<file path="src/rtl/param_serializer_fsm.sv">
// param_serializer_fsm: parallel-to-serial shifter with programmable width,
// bit period (DIV clocks per bit) and shift direction.
// Optional build macro: SERIALIZER_PARITY_EN appends one even-parity bit
// (XOR of the captured word) after the data bits. Left undefined, there is
// no PARITY state and no parity logic.
//
// Handshake: ready=1 only in IDLE. A start sampled high on a rising edge
// while ready=1 captures data_input, and the FSM moves to LOAD. start is
// ignored in every other state. A falling edge on ss, seen while in WAIT,
// starts the shift-out. ss high while sending abandons the frame.
module param_serializer_fsm #(
  parameter int WIDTH     = 16,
  parameter int DIV       = 1,
  parameter int MSB_FIRST = 0
) (
  input  logic                           clock,
  input  logic                           resetn,
  input  logic                           start,
  input  logic [WIDTH-1:0]               data_input,
  input  logic                           ss,
  output logic                           ready,
  output logic                           busy,
  output logic                           data_output,
  output logic                           data_sent,
  output logic                           aborted,
  output logic [2:0]                     y_Q,
  output logic [$clog2(WIDTH+1)-1:0]     bit_count
);

  localparam int CW = $clog2(WIDTH + 1);
  // With DIV=1 the divider collapses to a constant-zero bit, so it is trimmed away.
  localparam int DW = (DIV > 1) ? $clog2(DIV) : 1;
  localparam logic [DW-1:0] DIV_LAST = DW'(DIV - 1);
  localparam logic [CW-1:0] LAST_BIT = CW'(WIDTH - 1);
  localparam logic [CW-1:0] FULL_CNT = CW'(WIDTH);

  typedef enum logic [2:0] {
    S_IDLE   = 3'd0,
    S_LOAD   = 3'd1,
    S_WAIT   = 3'd2,
    S_SEND   = 3'd3,
    S_PARITY = 3'd4
  } state_e;

  state_e           state_q;
  logic [WIDTH-1:0] shift_q;
  logic [CW-1:0]    cnt_q;
  logic [DW-1:0]    div_q;
  logic             ss_q;
  logic             sent_q;
  logic             abort_q;
`ifdef SERIALIZER_PARITY_EN
  logic             parity_q;
`endif

  logic div_tc;
  logic ss_fall;

  assign div_tc  = (div_q == DIV_LAST);
  assign ss_fall = ss_q & ~ss;

  // Frame sequencing, shift register, bit/divider counters and completion pulses.
  always_ff @(posedge clock or negedge resetn) begin
    if (!resetn) begin
      state_q  <= S_IDLE;
      shift_q  <= '0;
      cnt_q    <= '0;
      div_q    <= '0;
      ss_q     <= 1'b1;
      sent_q   <= 1'b0;
      abort_q  <= 1'b0;
`ifdef SERIALIZER_PARITY_EN
      parity_q <= 1'b0;
`endif
    end else begin
      ss_q    <= ss;
      sent_q  <= 1'b0;
      abort_q <= 1'b0;
      case (state_q)
        S_IDLE: begin
          if (start) begin
            shift_q  <= data_input;
`ifdef SERIALIZER_PARITY_EN
            parity_q <= ^data_input;
`endif
            cnt_q    <= '0;
            div_q    <= '0;
            state_q  <= S_LOAD;
          end
        end
        S_LOAD: begin
          state_q <= S_WAIT;
        end
        S_WAIT: begin
          // Only a high-to-low transition seen here starts the frame; a level
          // that was already low on entry has to go high and fall again.
          if (ss_fall) begin
            state_q <= S_SEND;
          end
        end
        S_SEND: begin
          if (ss) begin
            // Deselect beats a coincident last-bit terminal count.
            state_q <= S_IDLE;
            abort_q <= 1'b1;
            cnt_q   <= '0;
            div_q   <= '0;
          end else if (div_tc) begin
            div_q <= '0;
            if (MSB_FIRST != 0) begin
              shift_q <= {shift_q[WIDTH-2:0], 1'b0};
            end else begin
              shift_q <= {1'b0, shift_q[WIDTH-1:1]};
            end
            if (cnt_q != FULL_CNT) begin
              cnt_q <= cnt_q + 1'b1;
            end
            if (cnt_q == LAST_BIT) begin
`ifdef SERIALIZER_PARITY_EN
              state_q <= S_PARITY;
`else
              state_q <= S_IDLE;
              sent_q  <= 1'b1;
`endif
            end
          end else begin
            div_q <= div_q + 1'b1;
          end
        end
`ifdef SERIALIZER_PARITY_EN
        S_PARITY: begin
          if (ss) begin
            state_q <= S_IDLE;
            abort_q <= 1'b1;
            cnt_q   <= '0;
            div_q   <= '0;
          end else if (div_tc) begin
            div_q   <= '0;
            state_q <= S_IDLE;
            sent_q  <= 1'b1;
          end else begin
            div_q <= div_q + 1'b1;
          end
        end
`endif
        default: begin
          state_q <= S_IDLE;
        end
      endcase
    end
  end

  // Serial pin: the bit at the output end of the shift register while sending, else 0.
  always_comb begin
    data_output = 1'b0;
    case (state_q)
      S_SEND: data_output = (MSB_FIRST != 0) ? shift_q[WIDTH-1] : shift_q[0];
`ifdef SERIALIZER_PARITY_EN
      S_PARITY: data_output = parity_q;
`endif
      default: data_output = 1'b0;
    endcase
  end

  assign ready     = (state_q == S_IDLE);
  assign busy      = (state_q != S_IDLE);
  assign data_sent = sent_q;
  assign aborted   = abort_q;
  assign y_Q       = state_q;
  assign bit_count = cnt_q;

endmodule
</file>
<file path="config.mk">
export PLATFORM = sky130hd
export DESIGN_NAME = param_serializer_fsm
export DESIGN_NICKNAME = d
export VERILOG_FILES = /design/src/rtl/param_serializer_fsm.sv
export SDC_FILE = /design/constraint.sdc
export NUM_CORES = 1
export LEC_CHECK = 0
export CORE_ASPECT_RATIO = 1.2
export CORE_UTILIZATION = 53
export DETAILED_ROUTE_END_ITERATION = 12
export GPL_ROUTABILITY_DRIVEN = 0
export PLACE_DENSITY = 0.93
export SLEW_MARGIN = 20
export SYNTH_ARGS = -nofsm -noshare
export SYNTH_HDL_FRONTEND = slang
export SYNTH_SLANG_ARGS = --single-unit
</file>
<file path="constraint.sdc">
create_clock -name clock -period 3.8 [get_ports clock]
set_input_delay 0.57 -clock clock [delete_from_list [all_inputs] [get_ports clock]]
set_output_delay 0.57 -clock clock [all_outputs]
set_load 0.02 [all_outputs]
</file>
==> results <==
- The detailed placer's ending HPWL is 1850 µm.
- The maximum clock skew at final layout is 0.00684 ns.
- The synthesized netlist contains 33 unique library cells.
- For this block, the routed nets add up to 2410 µm of wire.
- In this run the static leakage power is 0.779 nW.
- In this run the worst hold path is classified as input pin to async pin.
- The required time of the worst setup path is 3.23 ns.
- In this run the worst setup path terminates at data_output.
- The area overhead of the layout relative to synthesis is 23.1%.
- At the worst endpoint, the arrival time is 2.13 ns.
- In this run the cell area measured after placement is 0.00176 mm².
- The kind of capture point of the worst setup path is an output pin.
- The final cell utilization of the core is 69.4%.
- The post-detailed-route DRC marker count is 0.
- The pin count of the biggest net entering global routing is 27.
- The first global-routing pass estimated 4430 µm of wire.
- The number of synthesized register bits is 26.
- The final-report max-slew violation count came to 0.
- Once the clock tree was built, the setup fixing pass inserted 0 buffers.
- Yosys printed 0 warnings.
- The final instance count without filler cells is 174.
- For this run, the register share of the synthesized area comes to 44.9%.
- The total area inside the core boundary comes to 0.00258 mm².
- Of the cells placed in the final design, the portion with a size suffix greater than 1 is 30.5%.
- Summing internal, switching and leakage power gives 1.34 mW.
- For this run the aggregate overflow at the end of global routing stands at 0.
- The run finished with clean final reports.
- The cts-stage hold buffer count is 0.
- The aggregate negative setup slack is 0 ns.
- The post-synthesis instance area is 0.00145 mm².
- The count of max-cap constraint violations is 0.
- The count of endpoints failing setup in the final report is 0.
- In the layout the commonest cells are clkdlybuf4s50_1, dfrtp_1, mux2_2.
- The post-route minimum period is 2.70 ns.
- The number of vias per cell is 5.33.
- The worst pin sits at a relative slew slack of 41.4%.
- For this run, the total global-route usage over all layers was measured as 19.8%.
- Across all setup checks in the final design, the least slack found is 1.10 ns.
- The average instance in the mapped netlist occupies 13.3 µm².
- The number of gates given a new drive strength after cts is 0.
- The first-pass iteration count of the detailed router is 3.
- The startpoint kind of the worst setup timing path is a flop.
- The number of fill cells in the layout is 201.
- After clock tree synthesis, the clock-pin slew on the worst setup and hold paths is 0.14 ns.
- The logic depth of the worst register-to-register path is 5.
- In this run the power density over the cells is 748 mW/mm².
- The number of vias in the routed layout is 928.
- The net count of the mapped netlist is 136.
- At the end of the flow, the number of nets in the layout was 169.
- Hold timing on the final database bottoms out at a slack of 0.220 ns.
- The area enclosed by the die boundary is 0.00296 mm².
- The count of buffers inserted at the top-level ports is 31.
- The chip height is 59.4 µm.
- 33 I/O pins were placed.
- In this run the critical register-to-register path is launched from y_Q[0].
- The number of inserted diodes is 0.
- The start point of the critical path is y_Q[1].
- The hold violation total from the final report was 0.
- The placed cell count is 170.
- The fmax is 0.371 GHz.
- The average wire per standard cell is 13.9 µm.
- IR analysis of the VDD net gives a maximum drop of 0.515 mV.
- The total CTS buffers is 3.
- In this run the horizontal extent of the chip is 49.8 µm.
- The clock latency reported for the late side of the worst-skew pair is 0.31 ns.
- The post-route standard cell area excluding fillers is 0.00179 mm².
- The register-to-register setup slack is 1.62 ns.
- Of the available clock period, the critical path in the final layout requires 70.9%.
- The kind of critical path is flop to output pin.
- The most common library cell in the layout ignoring fill and taps is clkdlybuf4s50_1.
- The clock sink total is 26.
- Setup repair after global routing left no endpoint under its margin.
- The H-tree depth is 1.
- After floorplanning, the core was divided into 20 placement rows.
- The post-synthesis cell count is 109.
- Of all nets on the critical path, the largest fanout is 16.
- OpenSTA, run right after detailed placement, puts the worst setup slack at 1.27 ns.
- The iteration-0 DRC count of the detailed router is 4.
- The count of nets left with antenna violations once routing finished came out at 0.
- The worst register-to-register path ends at shift_q[11].
- The root buffer cell is clkbuf_4.
- The clock tree from TritonCTS is done.
- The number of antenna violations at the first check in global routing is 0.
- Once the floorplan was initialized, standard cells occupied 56.4% of the core.
- At the pin with the least slew margin, the transition time is 0.876 ns.
- The maximum clock path buffer count is 2.
- The via count of the first global-routing pass is 1004.
==> critical path: stages, from the launching register on <==
cell and delay (ns):
dfrtp_1 0.45, ha_1 0.32, buf_4 0.28, and2_1 0.16, clkdlybuf4s50_1 0.60
==> cell type report <==
type                       count  area, µm²  share of cell area [%]
tap                           33       41.3                    2.31
inverter                      10       37.5                    2.10
multi-input combinational     69        718                    40.2
timing repair buffer          32        313                    17.5
sequential                    26        652                    36.5
clock buffer                   4       26.3                    1.47
==> how the worst min path moves through the flow <==
stage / end / slack [ns]
floorplan: aborted / 0.27
global placement: shift_q[0] / 0.49
detailed placement: shift_q[1] / 0.49
CTS: y_Q[0] / 0.24
global route: y_Q[0] / 0.25
finish: y_Q[0] / 0.22
==> cells in the mapped netlist, drive strengths merged <==
| cell | number | area [µm²] |
|---|---|---|
| ha | 7 | 87.6 |
| or4b | 1 | 10.0 |
| dfrtp | 25 | 626 |
| or4 | 2 | 15.0 |
| a22o | 2 | 17.5 |
| nand2 | 1 | 3.75 |
| and3 | 1 | 6.26 |
| nor4bb | 1 | 10.0 |
| o21ai | 1 | 5.00 |
| a21oi | 1 | 5.00 |
| mux2 | 32 | 394 |
| nand3 | 3 | 15.0 |
| nor3 | 2 | 21.3 |
| and2b | 2 | 20.0 |
| mux2i | 3 | 33.8 |
| dfstp | 1 | 26.3 |
| buf | 4 | 45.0 |
| a21o | 1 | 7.51 |
| conb | 1 | 3.75 |
| nor2 | 1 | 3.75 |
| inv | 10 | 37.5 |
| a211oi | 1 | 7.51 |
| o2bb2ai | 1 | 8.76 |
| nand2b | 2 | 12.5 |
| and2 | 2 | 15.0 |
| a221oi | 1 | 15.0 |
==> kinds of logic (layout without fill, tap and decap cells) <==
logic type | Yosys count | after routing | share of synthesized area, %
multiplexers | 35 | 35 | 29.5
flip-flops | 26 | 26 | 44.9
AND/OR/NAND/NOR | 18 | 18 | 9.13
buffers and inverters | 14 | 46 | 5.68
AO/OA/AOI/OAI | 8 | 8 | 4.56
adder cells (fa/ha/maj) | 7 | 7 | 6.03
other | 1 | 1 | 0.258
==> routing by layer <==
layer / track usage, % / share of wire [%] / vias to the layer above
li1: - / - / 442
met1: 23.4 / 44 / 453
met2: 37.3 / 51 / 29
met3: 3.33 / 3.5 / 4
met4: 4.90 / 1.3 / 0
met5: 0 / 0 / -
==> state kept, by name, indices dropped and copies added, names as in the netlist <==
signal     cells
data_sent      1
bit_count      5
y_Q            2
ss_q           1
shift_q       16
aborted        1
==> where the power goes <==
part           internal (mW)  switching, mW
sequential             0.393         0.0706
combinational          0.445          0.310
clock                 0.0410         0.0780
No activity file was read; power rests on OpenSTA's default activity.
==> variant 1, RTL diff (same flow settings) <==
The option `SERIALIZER_PARITY_EN` is turned on by a define.
--- a/src/rtl/param_serializer_fsm.sv
+++ b/src/rtl/param_serializer_fsm.sv
@@ -8,6 +8,8 @@
 // while ready=1 captures data_input, and the FSM moves to LOAD. start is
 // ignored in every other state. A falling edge on ss, seen while in WAIT,
 // starts the shift-out. ss high while sending abandons the frame.
+`define SERIALIZER_PARITY_EN
+
 module param_serializer_fsm #(
   parameter int WIDTH     = 16,
   parameter int DIV       = 1,
Formal check against the unedited RTL: same outputs for any inputs over 10 cycles, from zero or initial values and one cycle with resetn low; that may be too few to reach the edited logic, so the function may still have changed.
==> variant 1 against the unedited design <==
Setup slack lost 130 ps. Register-to-register slack gained 310 ps. Power shrank 11%. First-iteration DRC count grew to 6.0 times the old value. Area after synthesis grew 1.1%. Routed wire length grew 34%. Sequential cell count grew 2. Final area grew 2.8%.
==> variant 1: results (changes against the unedited design) <==
Critical path
  • Crit path max fanout: 17 (+1)
  • Reg2reg end: bit_count[0]$_DFFE_PN0P_
  • Internal reg-to-reg setup slack: 1930 ps (+310 ps)
  • R2R Path Start: y_Q[1]$_DFFE_PN0P_
  • Worst Path Arrival: 2250 ps (+120 ps)

Drt
  • DRT iter0 DRCs: 24 (+20)
  • Vias per cell: 5.50 (+3.0%)
  • WL final: 3220 um (+34%)
  • Via Count: 1253 (+35%)
  • Initial DRT Pass Iterations: 4 (+1)

Placement
  • Placed cells: 224 (+32%)
  • PortBufs: 32 (+3.2%)
  • Hpwl dp: 2360 um (+27%)
  • Worst slack, placed: 1330 ps (+63.1 ps)
  • Post-DP Area: 1810 sq um (+2.8%)

GRT
  • Largest net degree at the start of global routing: 32 (+19%)
  • First-pass GRT wire length: 5340 um (+21%)
  • Vias in the first global route: 1193 (+19%)
  • M3 GR Usage: 3.05% (-0.28 points)
  • GR Util met1: 30.5% (+7.1 points)
  • Met2 usage: 41.1% (+3.9 points)

Timing
  • Final Max Tran Viols: 0 (unchanged)
  • Worst Skew: 10.5 ps (+3.67 ps)
  • Worst slew pin tran: 618 ps (-257 ps)

Logic synthesis
  • Post-synthesis cell type count: 34 (+3.0%)
  • Cells after synthesis: 163 (+50%)
  • Syn Nets: 186 (+37%)
  • Synth cell count leaders: 37 x nand2_1, 27 x dfrtp_1, 22 x nor2_1, 16 x a31oi_1, 13 x xnor2_1

CTS
  • Clock Latency Late Sink: 330 ps (+20 ps)

Status
  • Outcome: finished clean

Worst hold path
  • Worst min-delay path class: reg -> reg

Pwr
  • VDD IR max: 513 uV (-0.38%)
  • Leakage: 0.786 nW (+0.95%)

Finish
  • Ratio of cells with drive above 1 in the final layout: 6.67% (-24 points)
-- variant 1: kinds of logic after synthesis --
kind of cell | share of synthesized area [%]
simple gates | 21.7
buf+inv | 3.83
xor+xnor | 9.54
fa+ha+maj | 2.56
flops | 47.8
compound gates | 12.4
mux | 2.21
-- variant 1: where the power goes --
part	internal [mW]	switching, mW
registers	0.411	0.0888
logic	0.243	0.319
clock network	0.0412	0.0817
-- variant 1: routing by layer --
metal / part of all wire [%] / wire (um)
met1: 43 / 1370
met5: 0 / 0
met3: 4.9 / 159
met2: 50 / 1620
met4: 2.0 / 65
-- variant 1: how the worst max path moves through the flow --
stage | start | to | slack (ps) | cells after the start
finish | y_Q[1]$_DFFE_PN0P_ | data_output | 980 | 4
global route | y_Q[1]$_DFFE_PN0P_ | data_output | 820 | 4
CTS | y_Q[1]$_DFFE_PN0P_ | data_output | 960 | 4
detailed placement | y_Q[1]$_DFFE_PN0P_ | data_output | 1330 | 4
global placement | y_Q[1]$_DFFE_PN0P_ | data_output | 1370 | 4
floorplan | y_Q[2]$_DFFE_PN0P_ | busy | 1660 | 3
-- variant 1: area by class of cell --
class                      count  area, sq um
tap                           33         41.3
clock buffer                   4         26.3
fill                         200          739
timing repair buffer          34          335
multi-input combinational    123          711
sequential                    28          702
inverter                       6         22.5
-- variant 1: tightest hold or removal path, cell delays in order (launching register included) --
cell and delay [ps]:
dfrtp_1 420, nand2_1 60, nand2_1 50
-- variant 1: per-stage QoR --
stage	power, mW	hold WS, ps
finish	1.18	549
global route	1.27	572
CTS	1.19	553
detailed placement	1.07	514
global placement	1.04	507
floorplan	0.883	274
==> variant 2, RTL diff (config.mk and constraints unchanged) <==
Made on the original files. Make the reset (`resetn`) synchronous in one clocked block.
--- a/src/rtl/param_serializer_fsm.sv
+++ b/src/rtl/param_serializer_fsm.sv
@@ -60,7 +60,7 @@
   assign ss_fall = ss_q & ~ss;
 
   // Frame sequencing, shift register, bit/divider counters and completion pulses.
-  always_ff @(posedge clock or negedge resetn) begin
+  always_ff @(posedge clock) begin
     if (!resetn) begin
       state_q  <= S_IDLE;
       shift_q  <= '0;
Function: differs if resetn is asserted again (counterexample within 4 cycles, from zero or initial values and one cycle with resetn low); with resetn held inactive, the same outputs for 10 cycles.
==> variant 2 against the unedited design <==
Final cell count up 23%. Final area fell by 3.7%. Register-to-register slack improved by 200 ps. Setup slack improved by 340 ps. Hold slack improved by 260 ps. Synthesized cell count grew 49%. Power shrank 30%. Routed wire length increased by 36%. Die area fell by 1.1%. Area after synthesis decreased by 1.1%. Sequential cell count unchanged.
==> variant 2: results (changes against the unedited design) <==
Status
  • Outcome: finished clean

Drt
  • Vias per cell: 6.02 (+13%)
  • DRT iter0 DRCs: 47 (+43)
  • WL per Instance: 15.3 um (+11%)
  • Initial DRT Pass Iterations: 4 (+1)

Logic synthesis
  • Post-synthesis sequential area ratio: 36.2% (-8.6 points)
  • Synth Area in Compound Gates: 11.4% (+6.8 points)
  • Mux share of post-synthesis cell area: 15.2% (-14 points)
  • Adder-Cell Fraction of Synth Area: 5.23% (-0.80 points)
  • Post-synthesis cell type count: 32 (-3.0%)
  • Synth Flop Type: dfxtp_1
  • Synth cell count leaders: 26 x dfxtp_1, 17 x a31oi_1, 15 x mux2_2, 15 x nor3_1, 15 x nor4_1
  • Top cells by area, synth: dfxtp_1 36%, mux2_2 12%, a31oi_1 7.4%, nor4_1 6.5%, ha_1 5.2%
  • Asr flop ratio synth: 0% (-100 points)
  • Syn Nets: 188 (+38%)

Critical path
  • CP max stage delay: 600 ps (about the same)
  • Crit path max fanout: 6 (-10)
  • Worst Path Arrival: 1780 ps (-350 ps)
  • CP max stage cell: clkdlybuf4s50_1

CTS
  • CTS clk-pin slew, worst paths: 140 ps (about the same)
  • H-tree depth: 1 (unchanged)
  • Root buf cell: clkbuf_4

GRT
  • Vias in the first global route: 1249 (+24%)
  • First-pass GRT wire length: 5480 um (+24%)
  • Largest net degree at the start of global routing: 23 (-15%)
  • GRT Total Usage: 24.3% (+4.5 points)

Finish
  • Reg with most FFs: shift_q
  • Ratio of cells with drive above 1 in the final layout: 11.0% (-19 points)
  • Final #Nets: 209 (+24%)

Timing
  • Worst Skew: 7.48 ps (+0.645 ps)
  • Worst slew pin tran: 683 ps (-192 ps)

Pwr
  • VDD IR max: 600 uV (+17%)
  • Gate power share: 46.5% (-9.9 points)
  • Sw power: 365 uW (-20%)
  • Seq. pwr: 385 uW (-17%)
  • Int Power: 573 uW (-35%)
  • Leakage: 0.650 nW (-17%)

Placement
  • Post-DP Area: 1700 sq um (-3.7%)
  • Worst slack, placed: 1420 ps (+148 ps)
  • PortBufs: 31 (unchanged)
  • Hpwl dp: 2210 um (+19%)

Worst hold path
  • Worst min-delay path class: reg -> reg
variant 2: changes by cell type after synthesis, moves of 8 or more:
cell | before | now
mux2_4 | 9 | 0
a31oi_1 | 0 | 17
dfrtp_1 | 25 | 0
nor3_1 | 1 | 15
nor4_1 | 0 | 15
dfxtp_1 | 0 | 26
nand2_1 | 1 | 9
variant 2: worst paths after layout:
kind | start | to | slack (ps) | cells after the start
min reg2reg | shift_q[15]$_SDFFE_PN0P_ | shift_q[15]$_SDFFE_PN0P_ | 480 | 2
min | shift_q[15]$_SDFFE_PN0P_ | shift_q[15]$_SDFFE_PN0P_ | 480 | 2
max reg2reg | y_Q[1]$_SDFFE_PN0P_ | shift_q[3]$_SDFFE_PN0P_ | 1820 | 5
max | y_Q[0]$_SDFFE_PN0P_ | busy | 1450 | 4
variant 2: per-stage QoR:
| stage | cells | util, % |
|---|---|---|
| CTS | 214 | 67.4 |
| detailed placement | 211 | 66.5 |
| global placement | 211 | 66.5 |
| finish | 214 | 67.5 |
| floorplan | 162 | - |
| global route | 214 | 67.5 |
variant 2: worst min-delay path: cells and delay by family (launching register included):
kind,cells,cell delay (ps)
compound gates,2,120
flops,1,340
variant 2: layout make-up:
class	count	area, sq um
well taps	33	41.3
repair buffers	32	318
inverters	11	41.3
fillers	227	831
multi-input cells	109	778
flip-flops and latches	26	520
clock buffers	3	22.5
variant 2: cells by family after synthesis:
kind of cell	count (synthesis)
other cells	1
fa+ha+maj	6
buf+inv	27
compound gates	25
mux	20
simple gates	57
flops	26
variant 2: routing by layer:
metal / GRT usage (%) / share of wire [%]
met5: 0 / 0
met3: 2.82 / 5.9
met2: 45.2 / 50
met4: 8.98 / 1.3
met1: 28.4 / 42
